## src/rtl/aes_inv_mixcolumns_iter.sv

```systemverilog
// Iterative AES InvMixColumns: one 128-bit state per valid/ready transaction,
// COLS_PER_CYCLE columns transformed per clock through a shared GF(2^8) column core.
module aes_inv_mixcolumns_iter #(
   parameter int COLS_PER_CYCLE = 1
) (
   input  logic         clk,
   input  logic         rst_n,
   input  logic         in_valid,
   output logic         in_ready,
   input  logic [127:0] in_state,
   output logic         out_valid,
   input  logic         out_ready,
   output logic [127:0] out_state,
   output logic         busy
);

   if (!(COLS_PER_CYCLE == 1 || COLS_PER_CYCLE == 2 || COLS_PER_CYCLE == 4)) begin : g_bad_cols
      $error("aes_inv_mixcolumns_iter: COLS_PER_CYCLE must be 1, 2 or 4");
   end

   // Counter step and the col_cnt value of the last BUSY cycle (both wrap to 0 when 4 columns/clock).
   localparam logic [1:0] STEP     = 2'(COLS_PER_CYCLE);
   localparam logic [1:0] LAST_CNT = 2'(4 - COLS_PER_CYCLE);

   typedef enum logic [1:0] {
      IDLE = 2'd0,
      BUSY = 2'd1,
      DONE = 2'd2
   } state_t;

   state_t       state;
   logic [1:0]   col_cnt;
   logic [127:0] work;
   logic [127:0] work_next;

   function automatic logic [7:0] xtime(input logic [7:0] a);
      return {a[6:0], 1'b0} ^ (a[7] ? 8'h1b : 8'h00);
   endfunction

   // 9/b/d/e multiples assembled from the x2, x4, x8 chain of each input byte.
   function automatic logic [31:0] inv_col(input logic [31:0] col);
      logic [7:0] a  [4];
      logic [7:0] x2 [4];
      logic [7:0] x4 [4];
      logic [7:0] x8 [4];
      logic [7:0] m9 [4];
      logic [7:0] mb [4];
      logic [7:0] md [4];
      logic [7:0] me [4];
      for (int i = 0; i < 4; i++) begin
         a[i]  = col[31-8*i -: 8];
         x2[i] = xtime(a[i]);
         x4[i] = xtime(x2[i]);
         x8[i] = xtime(x4[i]);
         m9[i] = x8[i] ^ a[i];
         mb[i] = x8[i] ^ x2[i] ^ a[i];
         md[i] = x8[i] ^ x4[i] ^ a[i];
         me[i] = x8[i] ^ x4[i] ^ x2[i];
      end
      return {me[0] ^ mb[1] ^ md[2] ^ m9[3],
              m9[0] ^ me[1] ^ mb[2] ^ md[3],
              md[0] ^ m9[1] ^ me[2] ^ mb[3],
              mb[0] ^ md[1] ^ m9[2] ^ me[3]};
   endfunction

   // NOTE: default assignment first so every path drives work_next and no latch is inferred.
   always_comb begin
      work_next = work;
      for (int k = 0; k < COLS_PER_CYCLE; k++) begin
         work_next[(96 - 32*(int'(col_cnt) + k)) +: 32] =
            inv_col(work[(96 - 32*(int'(col_cnt) + k)) +: 32]);
      end
   end

   assign in_ready = (state == IDLE);
   assign busy     = (state != IDLE);

   // NOTE: non-blocking assignments for all state so every register sees pre-edge values.
   always_ff @(posedge clk) begin
      if (!rst_n) begin
         state     <= IDLE;
         col_cnt   <= 2'd0;
         work      <= '0;
         out_state <= '0;
         out_valid <= 1'b0;
      end else begin
         case (state)
            IDLE: begin
               if (in_valid) begin
                  work    <= in_state;
                  col_cnt <= 2'd0;
                  state   <= BUSY;
               end
            end
            BUSY: begin
               work    <= work_next;
               col_cnt <= col_cnt + STEP;
               if (col_cnt == LAST_CNT) begin
                  out_state <= work_next;
                  out_valid <= 1'b1;
                  state     <= DONE;
               end
            end
            DONE: begin
               if (out_ready) begin
                  out_valid <= 1'b0;
                  state     <= IDLE;
               end
            end
            default: state <= IDLE;
         endcase
      end
   end

endmodule

```

## config.mk

```make
export PLATFORM = sky130hd
export DESIGN_NAME = aes_inv_mixcolumns_iter
export DESIGN_NICKNAME = d
export VERILOG_FILES = /design/src/rtl/aes_inv_mixcolumns_iter.sv
export SDC_FILE = /design/constraint.sdc
export NUM_CORES = 1
export LEC_CHECK = 0
export BUFFER_PORTS_ARGS = -buffer_cell sky130_fd_sc_hd__buf_2
export CAP_MARGIN = 20
export CORE_ASPECT_RATIO = 1.1
export CORE_MARGIN = 1
export CORE_UTILIZATION = 39
export CTS_BUF_LIST = sky130_fd_sc_hd__clkbuf_2
export DETAILED_ROUTE_END_ITERATION = 10
export GPL_TIMING_DRIVEN = 1
export SLEW_MARGIN = 40
export SYNTH_ARGS = -nofsm -noshare
export SYNTH_HDL_FRONTEND = slang
export SYNTH_SLANG_ARGS = --single-unit
```

## constraint.sdc

```tcl
create_clock -name clk -period 6.1 [get_ports clk]
set_clock_uncertainty 0.15 [all_clocks]
set_input_delay 0.915 -clock clk [delete_from_list [all_inputs] [get_ports clk]]
set_output_delay 0.915 -clock clk [all_outputs]
set_load 0.1 [all_outputs]
```

==> metrics.txt <==
outcome=completed; final setup violation count=0; Post-CTS Resized=0; clk buf depth=3; type of origin of the critical path=register; Total Wirelength=58330 um; Crit Reg-Reg Startpoint=col_cnt[0]$_SDFFE_PN0P_; worst-path maximum fanout=19; TritonCTS Buffers=73; routed vias=13770; Finished Cell Area=16710 sq um; Iteration-0 DRC Markers=1474; Post-CTS Setup Bufs=0; Ports=263; CP cell instances=buf_4, mux4_1, xnor2_2, xnor3_1, xnor3_1, xnor2_1, a2bb2oi_1, a21oi_1; Req. time, crit path=roughly 6.7 ns; Post-Synth Adder-Cell Area=less than 1%; largest family of logic cells by synthesized area=compound AO/OA/AOI/OAI gates; Sw Ratio=between 40% and 50%; min Tclk post-route=4.536 ns; ys async rst share=0%; Worst Hold Launch=in_state[60]; Crit path depth=8; count of nets after finishing=roughly 1900; Max Slew Vio Count=0; Crit. Startpoint=col_cnt[0]$_SDFFE_PN0P_; Synth Area in XOR/XNOR=between 15 and 20%; Fmax achieved=220.4 MHz; FF+latch area=5226 sq um; setup TNS=0 ns; synth-to-layout area growth=15.83%; clock slew at reported path FFs=0.10 ns; Root Driver=clkbuf_2; flop2flop setup slack=1.56 ns; critical path's slowest cell=dfxtp_2; initial antenna violation count=2; Synth Warn #=0; # DRC=0; die area=37770 sq um; Slew HR=42.44%; Post-Synthesis Cell Area=14430 sq um; number of global-route vias before repair=13310; combinational power share=about two thirds; Tot GR Track Use=30.64%; top cells by area, synth=dfxtp_1 36%, xnor3_1 6.4%, a21oi_1 6.0%; total gr overflow=0; clock power share=around 14%; Starting Density=39.80%; EDFF count, synth=0; Worst path max stage delay=a little under 0.9 ns; Gate Count Post-Synth=between 1500 and 2000; first-pass GRT wire length=85430 um; worst hold stages=3; P_sw=4.638 mW; TritonCTS clock tree=yes; Buf+Inv Stages, Crit Path=1; antenna viol nets, final=0; Final period util=74.36%; Crit path max-delay family=XOR/XNOR gates; Buffers on Ports=262; core area=36260 sq um; Net Count, Synth=approximately 1700; Crit path arrival time=5.14 ns; Hold Vio Cnt, Final=0; largest area contributor in the netlist=dfxtp_1; worst setup margin=approximately 1.6 ns; chip height=203.7 um; VDD IR max=0.4690 mV; Worst-Skew Late Latency=0.92 ns; CTS Hold Bufs=0; Worst-Margin Slew=0.8602 ns; crit-path most repeated cell=xnor3_1; Synth top area share=36.21%; R2R depth=8; PwrDens=579.9 nW/um^2; Place WS=1.566 ns; area of the multi-input gates=roughly 8600 sq um; mux cell area share after synthesis=about 5.7%; synthesized flop and latch total=261; Pre-antenna DRT Iters=6; Fill cells=3616; H-tree depth=3; Setup CP Type=register to register; clk sink count=261; row cnt=73; post-synth cell types=60; Power Total=9.692 mW; Worst Hold Class=primary input to register; post-synthesis sequential area ratio=36.21%; Synth Area in Simple Gates=14.30%; Reg power frac=20.3%; Post-synth top cells=261 x dfxtp_1, 172 x a21oi_1, 155 x nand2_1; leakage power=7.174 nW; Syn Area/Cell=9.174 sq um; Compound-Gate Fraction of Synth Area=21.50%; GPL Wtd Cong=about 0.94; internal power=5.054 mW; DP HPWL=41280 um; DP Area=16040 sq um; via-per-instance ratio=5.937; Worst R2R End=out_state[20]$_SDFFE_PN0P_; Worst setup EP type=register; max-cap viol count=0; WL/cell=between 20 and 30 um; Die W=approximately 190 um; most used flip-flop cell after synthesis=dfxtp_1; most common cell in the synthesized netlist=dfxtp_1; layout cell share with drive strength beyond 1=26.15%; pin count of the biggest net entering global routing=approximately 110; worst setup path end=out_state[20]$_SDFFE_PN0P_; RSZ-0062 raised after global routing=false
## cells in the final DEF (no fill, tap or decap), types with 17 or more instances in the layout
cell type  synthesis  layout
o211ai_1          27      27
nand3_1           20      20
xnor3_1           41      41
a22oi_1           65      65
a21oi_1          172     172
mux4_2            24      24
xor2_1            22      22
clkbuf_2           0     100
buf_2              9     262
o21ai_0           81      80
o22ai_1           23      23
nor2_1           131     127
a221oi_1          17      17
dfxtp_1          261     260
and3_1            41      39
xnor2_1           72      72
nor2b_1           32      31
buf_4              4      27
nand2_1          155     154
## cell type report
class	count	area share, %
timing repair buffer	294	9.671
multi-input combinational	1151	51.30
tap	487	3.645
clock inverter	15	0.8159
sequential	261	31.27
clock buffer	100	2.994
antenna	1	0.01497
inverter	11	0.2919
## flip-flops by register name, summed over array words and instances, names as in the netlist
signal	cells
col_cnt	2
state	2
out_state	128
work	128
out_valid	1
## worst reg2reg max path, stage by stage (launching register included)
cell and delay (ns):
dfxtp_2 0.87, buf_4 0.35, mux4_1 0.85, xnor2_2 0.47, xnor3_1 0.47, xnor3_1 0.37, xnor2_1 0.47, a2bb2oi_1 0.30
a21oi_1 0.10
## per-stage QoR
step	utilization [%]	hold WS, ns	std cells
after global placement	44.09	0.2890	2201
after floorplan	-	0.2857	1573
after global routing	46.10	0.07728	2320
after detailed placement	44.24	0.2947	2203
after CTS	46.00	0.06950	2318
final	46.10	0.1271	2320
## logic make-up after synthesis
group,Yosys count
compound gates,490
mux,39
fa+ha+maj,5
buf+inv,161
xor+xnor,171
simple gates,446
flops,261
## layer usage
metal  up-vias  global-route usage (%)  share of wire, %
met1      6787                   43.01                44
met3        94                   5.143               8.0
li1       6139                       -                 -
met5         -                       0                 0
met4         0                   10.36               2.7
met2       754                   47.36                46
## power by group through the flow
stage / clock [mW] / combinational, mW / sequential (mW)
after global routing: 1.45 / 6.62 / 1.98
after global placement: 0 / 6.30 / 2.00
final: 1.32 / 6.40 / 1.97
after detailed placement: 0 / 6.28 / 2.00
after floorplan: 0 / 4.45 / 1.94
after CTS: 1.35 / 6.32 / 1.96
## worst min-delay path by stage
stage                                  endpoint  slack [ns]
detailed placement  out_state[122]$_SDFFE_PN0P_        0.29
global placement    out_state[123]$_SDFFE_PN0P_        0.29
finish                    work[60]$_SDFFE_PN0P_        0.13
floorplan                 work[47]$_SDFFE_PN0P_        0.29
global route              work[60]$_SDFFE_PN0P_        0.08
CTS                       work[60]$_SDFFE_PN0P_        0.07
No activity file was read; power rests on OpenSTA's default activity.
